--- config.mk ---
export PLATFORM = sky130hd
export DESIGN_NAME = tx_frame_sched
export DESIGN_NICKNAME = d
export VERILOG_FILES = /design/src/rtl/tx_frame_sched.sv
export SDC_FILE = /design/constraint.sdc
export NUM_CORES = 1
export LEC_CHECK = 0
export BUFFER_PORTS_ARGS = -buffer_cell sky130_fd_sc_hd__buf_2
export CAP_MARGIN = 15
export CORE_MARGIN = 1
export CORE_UTILIZATION = 45
export CTS_CLUSTER_DIAMETER = 100
export CTS_CLUSTER_SIZE = 12
export DETAILED_ROUTE_END_ITERATION = 7
export PLACE_DENSITY = 0.75
export SKIP_CTS_REPAIR_TIMING = 1
export SYNTH_ARGS = -nofsm -noshare
export SYNTH_HDL_FRONTEND = slang
export SYNTH_SLANG_ARGS = --single-unit
--- constraint.sdc ---
create_clock -name clk -period 2.4 [get_ports clk]
set_input_delay 0.12 -clock clk [delete_from_list [all_inputs] [get_ports clk]]
set_output_delay 0.12 -clock clk [all_outputs]
set_load 0.005 [all_outputs]
--- src/rtl/tx_frame_sched.sv ---
// Frame scheduler: sequences BPSK/QPSK symbol streams into framed AXIS beats
// for the PSK modulator. Optional inter-frame guard gaps: TX_SCHED_GUARD_EN.
//
// state    | meaning
// IDLE     | no frame in progress, MODE_CTRL sampled every cycle
// BPSK_FRM | forwarding FRAME_LEN symbols from the BPSK source (tuser=1)
// QPSK_FRM | forwarding FRAME_LEN symbols from the QPSK source (tuser=0)
// GUARD    | emitting GUARD_LEN zero beats before the decided frame (optional)
module tx_frame_sched #(
  parameter int BYTES     = 1,
  parameter int FRAME_LEN = 16,
  parameter int LEN_W     = 8,
  parameter int GUARD_LEN = 4
) (
  input  logic                 clk,
  input  logic                 rst_n,
  input  logic [3:0]           MODE_CTRL,
  input  logic [BYTES*8-1:0]   s_bpsk_tdata,
  input  logic                 s_bpsk_tvalid,
  output logic                 s_bpsk_tready,
  input  logic [BYTES*8-1:0]   s_qpsk_tdata,
  input  logic                 s_qpsk_tvalid,
  output logic                 s_qpsk_tready,
  output logic [BYTES*8-1:0]   m_tdata,
  output logic                 m_tvalid,
  input  logic                 m_tready,
  output logic                 m_tlast,
  output logic                 m_tuser,
  output logic                 frame_done
);

  localparam int BITS = BYTES * 8;

  localparam logic [1:0] IDLE     = 2'd0;
  localparam logic [1:0] BPSK_FRM = 2'd1;
  localparam logic [1:0] QPSK_FRM = 2'd2;
`ifdef TX_SCHED_GUARD_EN
  localparam logic [1:0] GUARD    = 2'd3;
`endif

  localparam logic [BITS-1:0]  BPSK_MASK = BITS'(2);
  localparam logic [BITS-1:0]  QPSK_MASK = BITS'(3);
  localparam logic [LEN_W-1:0] LAST_IDX  = LEN_W'(FRAME_LEN - 1);

  if (BYTES < 1 || FRAME_LEN < 2 || GUARD_LEN < 1 ||
      (longint'(1) << LEN_W) < longint'(FRAME_LEN)) begin : g_param_check
    $error("tx_frame_sched: illegal parameter combination");
  end

`ifdef TX_SCHED_GUARD_EN
  localparam int GUARD_CW = (GUARD_LEN > 1) ? $clog2(GUARD_LEN) : 1;
  localparam logic [GUARD_CW-1:0] GUARD_LAST = GUARD_CW'(GUARD_LEN - 1);

  logic [GUARD_CW-1:0] guard_cnt;
  logic [1:0]          guard_tgt;
`endif

  logic [1:0]       state;
  logic [LEN_W-1:0] count;
  logic             next_is_bpsk;

  logic ld;
  logic in_bpsk, in_qpsk;
  logic acc_b, acc_q, acc;
  logic last_beat, boundary;
  logic mode_bpsk, mode_qpsk, mode_mix;
  logic mix_bpsk;
  logic [1:0] next_frm;

  assign ld      = !m_tvalid | m_tready;
  assign in_bpsk = (state == BPSK_FRM);
  assign in_qpsk = (state == QPSK_FRM);

  assign s_bpsk_tready = in_bpsk & ld;
  assign s_qpsk_tready = in_qpsk & ld;

  assign acc_b     = s_bpsk_tvalid & s_bpsk_tready;
  assign acc_q     = s_qpsk_tvalid & s_qpsk_tready;
  assign acc       = acc_b | acc_q;
  assign last_beat = (count == LAST_IDX);
  assign boundary  = acc & last_beat;

  assign mode_bpsk = (MODE_CTRL == 4'b0001);
  assign mode_qpsk = (MODE_CTRL == 4'b0010);
  assign mode_mix  = (MODE_CTRL == 4'b0100);

  // From IDLE the MIX phase comes from the register; at a boundary it is the
  // opposite of the frame that is just finishing.
  assign mix_bpsk = (state == IDLE) ? next_is_bpsk : in_qpsk;

  always_comb begin
    next_frm = IDLE;
    if (mode_bpsk)      next_frm = BPSK_FRM;
    else if (mode_qpsk) next_frm = QPSK_FRM;
    else if (mode_mix)  next_frm = mix_bpsk ? BPSK_FRM : QPSK_FRM;
  end

  always_ff @(posedge clk or negedge rst_n) begin
    if (!rst_n) begin
      m_tdata    <= '0;
      m_tvalid   <= 1'b0;
      m_tlast    <= 1'b0;
      m_tuser    <= 1'b0;
      frame_done <= 1'b0;
    end else begin
      if (ld) begin
        if (acc) begin
          m_tvalid <= 1'b1;
          m_tdata  <= acc_b ? (s_bpsk_tdata & BPSK_MASK) : (s_qpsk_tdata & QPSK_MASK);
          m_tuser  <= acc_b;
          m_tlast  <= last_beat;
`ifdef TX_SCHED_GUARD_EN
        end else if (state == GUARD) begin
          m_tvalid <= 1'b1;
          m_tdata  <= '0;
          m_tuser  <= 1'b1;
          m_tlast  <= 1'b0;
`endif
        end else begin
          m_tvalid <= 1'b0;
        end
      end
      frame_done <= m_tvalid & m_tready & m_tlast;
    end
  end

  always_ff @(posedge clk or negedge rst_n) begin
    if (!rst_n) begin
      count <= '0;
    end else if (acc) begin
      count <= last_beat ? '0 : count + LEN_W'(1);
    end
  end

  always_ff @(posedge clk or negedge rst_n) begin
    if (!rst_n) begin
      state        <= IDLE;
      next_is_bpsk <= 1'b1;
`ifdef TX_SCHED_GUARD_EN
      guard_cnt    <= '0;
      guard_tgt    <= IDLE;
`endif
    end else begin
      case (state)
        IDLE: begin
          next_is_bpsk <= 1'b1;
          state        <= next_frm;
        end
        BPSK_FRM, QPSK_FRM: begin
          if (boundary) begin
            if (next_frm == IDLE) begin
              next_is_bpsk <= 1'b1;
              state        <= IDLE;
            end else begin
              next_is_bpsk <= in_qpsk;
`ifdef TX_SCHED_GUARD_EN
              state     <= GUARD;
              guard_tgt <= next_frm;
              guard_cnt <= GUARD_LAST;
`else
              state     <= next_frm;
`endif
            end
          end
        end
`ifdef TX_SCHED_GUARD_EN
        GUARD: begin
          // one guard beat leaves per load slot; the last one hands over
          if (ld) begin
            if (guard_cnt == '0) state <= guard_tgt;
            else                 guard_cnt <= guard_cnt - GUARD_CW'(1);
          end
        end
`endif
        default: state <= IDLE;
      endcase
    end
  end

endmodule

### Yosys cells after proc, flatten, opt, wreduce, memory -nomap -nowiden

Cells that the tools add are included.
Widths: inputs -> output; s select.

| storage, ports and cells | value |
|---|---|
| memories | 0 |
| bits in writable memories | 0 |
| word-level logic and storage cells | 46 |
| register bits after elaboration | 23 |
| bits in latches | 0 |
| output and inout port bits | 14 |
| ROM bits | 0 |
| bits of input ports | 25 |

| cells by class | value |
|---|---|
| multiply operators | 0 |
| add/sub/neg operators | 1 |
| shifts and indexed selects | 0 |
| bitwise gates (word level) | 9 |
| magnitude comparators | 0 |
| eq/ne operators | 7 |
| reduce and logical (&&, ||, !) cells | 7 |
| multiplexer cells | 14 |
| divide/modulo/power cells | 0 |

Operators with widths:

| kind | number |
|---|---|
| $mux 2 | 7 |
| $add 8x1->8 const B | 1 |
| $eq 8x4->1 const B | 1 |
| $mux 8 | 1 |
| $and 1x1->1 | 7 |
| $eq 4x1->1 const B | 1 |
| $eq 4x2->1 const B | 1 |
| $eq 4x3->1 const B | 1 |
| $logic_not 2->1 | 2 |
| $mux 1 | 4 |
| $pmux 2 s2 | 1 |
| $reduce_and 2->1 | 2 |
| $eq 2x1->1 const B | 1 |
| $eq 2x2->1 const B | 1 |
| $ne 2x2->1 const B | 1 |
| $or 1x1->1 | 2 |
| $pmux 1 s2 | 1 |
| $reduce_bool 2->1 | 1 |
| $reduce_or 2->1 | 1 |
| $logic_not 1->1 | 1 |

### Longest topological paths before layout

| depth | value |
|---|---|
| word-level depth | 10 |
| depth in mapped cells | 7 |
| gate-level depth less buffers | 6 |

### Worst setup path after synthesis

No wires, ideal clock.

| timing path | value |
|---|---|
| path type | register -> register |
| start point | register count[5] |
| end point | register state[0] |
| setup time | 0.104 ns |
| slack | 0.470 ns |
| clock period less this slack | 1.930 ns |
| cell stages (with the launch flop) | 5 |
| buffers on the path | 0 |
| arrival | 1.826 ns |
| path through | dfrtp_1 or4_4 or4_4 and2_4 o41ai_2 |

| on the way | value |
|---|---|
| cells in the longest elaborated chain, start to end | 3 |

RTL lines:

| item | RTL line | source |
|---|---|---|
| start, declared | 59 | `logic [LEN_W-1:0] count;` |
| start signal, assigned | 131 | `count <= last_beat ? '0 : count + LEN_W'(1);` |
| $eq 8x4->1 | 80 | `assign last_beat = (count == LAST_IDX);` |
| $and 1x1->1 | 81 | `assign boundary = acc & last_beat;` |
| $ne 2x2->1 (no source line) | n/a |  |
| end signal, assigned | 147 | `state <= next_frm;` |
| end signal, assigned | 161 | `state <= next_frm;` |
| end, declared | 58 | `logic [1:0] state;` |

Every way passes these cells.
A chain may end at the register's enable or synchronous reset.

### Worst setup path in the final report

| timing path | value |
|---|---|
| start point | register state[0] |
| end point | register state[1] |

| on the way | value |
|---|---|
| cells in the longest elaborated chain, start to end | 10 |
| elaborated cells between the ends (all ways) | 20 |

RTL lines:

| item | RTL line | source |
|---|---|---|
| $eq 2x2->1 / $logic_not 2->1 (equally long branches) | 72, 144, 89 |  |
| $mux 1 | 89 | `assign mix_bpsk = (state == IDLE) ? next_is_bpsk : in_qpsk;` |
| $mux 2 (2 in a row) | 95 | `else if (mode_mix) next_frm = mix_bpsk ? BPSK_FRM : QPSK_FRM;` |
| $mux 2 | 94 | `else if (mode_qpsk) next_frm = QPSK_FRM;` |
| $mux 2 | 93 | `if (mode_bpsk) next_frm = BPSK_FRM;` |
| $logic_not 2->1 | 151 | `if (next_frm == IDLE) begin` |
| $mux 2 | 151 |  |
| $mux 2 | 150 | `if (boundary) begin` |
| $pmux 2 s2 | 144 | `case (state)` |

Several ways; a longest one is shown, not always the timed one. The select of a mux whose other input is x is not followed.

==> results.md <==
- Number of antenna violations at the first check in global routing: 0
- Final RePlAce weighted congestion: 0.791
- Number of instances in the synthesized netlist: 98
- GRT Total Usage: 14.8%
- Clk_skew: 0.00500 ns
- Post-DRT Antenna Nets: 0
- Core Footprint: 2000 µm²
- Endpoint type of the worst setup path: flop
- Initial Util: 48.9%
- Total Die Area: 2370 µm²
- Number of top-level pins: 39
- Library cells used by synthesis: 32
- Count of antenna diodes in the layout: 0
- Synthesis-to-layout area growth: 13.8%
- Setup Viol. Count Final: 0
- Reported net switching power: 0.000218 W
- Critical path data required time: 2.58 ns
- Highest ir drop seen on vdd: 0.441 mV
- Buffers & Inverters on Critical Path: 1
- FF+latch count, synth: 17
- Flop pwr share: 53.8%
- Post-synthesis sequential area ratio: 43.6%
- Largest net degree at the start of global routing: 18
- Clock transition at path regs: 0.10 ns
- Pwr per Cell Area: 642 nW/µm²
- Post-detailed-route DRC marker count: 0
- Period minus WS final: 2.07 ns
- Count of standard-cell rows: 16
- Final design utilization: 55.7%
- Arrival time at the worst endpoint: 2.26 ns
- Maximum clock path buffer count: 2
- Share of the synthesized area in the top cell type: 40.9%
- Vias after detailed routing: 724
- Port-buffer cells: 19
- Smallest setup slack after layout: 0.325 ns
- Hold crit path type: in2reg
- TritonCTS clock tree: built
- Reported leakage power: 0.599 nW
- Cell total after placement: 142
- Share of final-layout standard cells stronger than drive strength 1: 25.0%
- Number of detailed-route iterations in the first pass: 4
- Unrepaired setup endpoints after global routing: false
- Die outline width: 48.7 µm
- Worst-case setup slack after placement: 0.336 ns
- Wire length of the first global-routing pass: 2.77 mm
- Clock Tree Root: sky130_fd_sc_hd__clkbuf_4
- Clock tree sinks: 17
- Post-Route Setup TNS: 0 ns
- Cell Int Power: 0.000498 W
- Cell breakdown of the critical path: inv_1 > ha_1 > a22oi_1 > or4_4 > and2_4 > o41ai_2
- Largest stage delay on the critical path: 0.59 ns
- Vias in the first global route: 662
- Synthesis warning total: 0
- Fin cells: 147
- Critical Path Source Type: flop
- Max capacitance violation total: 0
- Peak Freq: 482 MHz
- Half-perimeter wire length after detailed placement: 1.30 mm
- Leading post-synthesis cells by cell area: sky130_fd_sc_hd__dfrtp_1, sky130_fd_sc_hd__ha_1, sky130_fd_sc_hd__buf_4, sky130_fd_sc_hd__xnor2_1, sky130_fd_sc_hd__nand2_1
- Final clock period utilization by the worst path: 86.4%
- Fillers: 194
- Total routed wirelength: 1.62 mm
- Layout Nets: 151
- Leading area contributor after synthesis: sky130_fd_sc_hd__dfrtp_1
- Final Slew Violations: 0
- Routed vias/inst: 4.93
- Switching share of total power: 30.5%
- Largest fanout on the critical path: 6
- Gr ovfl total: 0
- Later-pin clock latency in the skew report: 0.29 ns
- Largest delay contributor family on the critical path: simple AND/OR/NAND/NOR gates
- Y dimension of the die: 48.7 µm
- Clock H-tree levels: 1
- Hold Fails Final Rpt: 0
- Startpoint-to-endpoint class of the critical path: reg2reg
- Slowest stage cell, crit path: sky130_fd_sc_hd__or4_4
- Run status: finished, final reports clean
- Netlist area before placement: 980 µm²
- Number of buffers inserted during clock tree synthesis: 3
- Logic gate share of total power: 24.7%
- Wire length per cell: 11.0 µm
- Clk pwr share: 21.5%
- Drt initial violations: 21
- Synthesized area divided by synthesized cell count: 10.0 µm²
[cell type report]
class                   instances  area (µm²)  share of cell area [%]
well taps                      27        33.8                    3.03
flip-flops and latches         17         427                    38.3
clock buffers                   4        26.3                    2.36
inverters                       3        11.3                    1.01
repair buffers                 20         105                    9.43
multi-input cells              76         512                    45.9
[cells by family after synthesis]
group	count (synthesis)	synth area share, %
compound gates	15	11.5
xor+xnor	6	5.36
fa+ha+maj	5	6.39
buf+inv	10	6.13
flops	17	43.6
mux	3	3.07
other cells	1	0.383
simple gates	41	23.6
[path summary, 6_finish.rpt]
kind / slack (ns) / to / depth (start not counted) / from
min in group asynchronous: 0.26 / count[3] / 2 / rst_n
worst min-delay path: 0.06 / m_tdata[0] / 3 / s_qpsk_tdata[0]
worst min register to register: 0.48 / count[7] / 1 / count[7]
worst max-delay path: 0.33 / state[1] / 6 / state[0]
max in group asynchronous: 1.82 / next_is_bpsk / 2 / rst_n
worst max register to register: 0.33 / state[1] / 6 / state[0]
[synthesized netlist by cell type, drive strengths merged]
| cell | count |
|---|---|
| a22oi | 1 |
| xor2 | 1 |
| a21o | 3 |
| or3 | 2 |
| o21ai | 4 |
| nor2 | 5 |
| and2 | 3 |
| mux2i | 3 |
| o21a | 1 |
| nor3 | 2 |
| nor3b | 1 |
| nand3 | 3 |
| dfstp | 1 |
| nand2b | 1 |
| ha | 5 |
| inv | 3 |
| o41ai | 2 |
| and3 | 5 |
| nand4 | 3 |
| nand2 | 10 |
| clkbuf | 1 |
| buf | 6 |
| or4 | 2 |
| o31ai | 1 |
| dfrtp | 16 |
| and2b | 3 |
| a21oi | 3 |
| or2 | 1 |
| conb | 1 |
| xnor2 | 5 |
[metrics by stage]
step,power (W),instance area [µm²],hold slack [ns]
final,0.000716,1110,0.0622
after global routing,0.000771,1110,0.0692
after CTS,0.000724,1100,-0.256
after detailed placement,0.000570,1080,0.0655
after global placement,0.000562,1080,0.0606
after floorplan,0.000507,998,-0.176
[sequential cells by signal, indices dropped and copies added (netlist names)]
register      cells
count             8
m_tdata           2
state             2
frame_done        1
m_tlast           1
m_tuser           1
m_tvalid          1
next_is_bpsk      1
[power groups by stage]
stage | clock, W | sequential [W] | combinational, W
6_report | 0.000154 | 0.000385 | 0.000177
5_1_grt | 0.000172 | 0.000395 | 0.000204
4_1_cts | 0.000159 | 0.000386 | 0.000179
3_5_place_dp | 0 | 0.000391 | 0.000179
3_3_place_gp | 0 | 0.000389 | 0.000173
2_1_floorplan | 0 | 0.000389 | 0.000118
[cell usage in the layout, fill, tap and decap left out, types with 3 or more instances in the layout]
master and instances:
sky130_fd_sc_hd__xnor2_1 5, sky130_fd_sc_hd__dfrtp_1 16, sky130_fd_sc_hd__a21o_1 3, sky130_fd_sc_hd__and3_1 5, sky130_fd_sc_hd__a21oi_1 3, sky130_fd_sc_hd__mux2i_1 3
sky130_fd_sc_hd__ha_1 5, sky130_fd_sc_hd__o21ai_0 4, sky130_fd_sc_hd__conb_1 6, sky130_fd_sc_hd__nand2_1 10, sky130_fd_sc_hd__nor2_1 5, sky130_fd_sc_hd__buf_2 19
sky130_fd_sc_hd__nand4_1 3, sky130_fd_sc_hd__inv_1 3, sky130_fd_sc_hd__clkbuf_4 3, sky130_fd_sc_hd__nand3_1 3
[worst register-to-register path: stages, from the launching register on]
cell and delay (ns):
sky130_fd_sc_hd__dfrtp_1 0.43, sky130_fd_sc_hd__inv_1 0.10, sky130_fd_sc_hd__ha_1 0.22, sky130_fd_sc_hd__a22oi_1 0.14, sky130_fd_sc_hd__or4_4 0.59, sky130_fd_sc_hd__and2_4 0.19
sky130_fd_sc_hd__o41ai_2 0.31
[metal layers]
metal  up-vias  global-route usage, %  part of all wire, %
li1        377                      -                    -
met1       332                   19.4                   47
met2        15                   24.3                   49
met3         0                   3.14                  4.0
met4         0                   4.41                    0
met5         -                      0                    0
No activity file was read; power rests on OpenSTA's default activity.
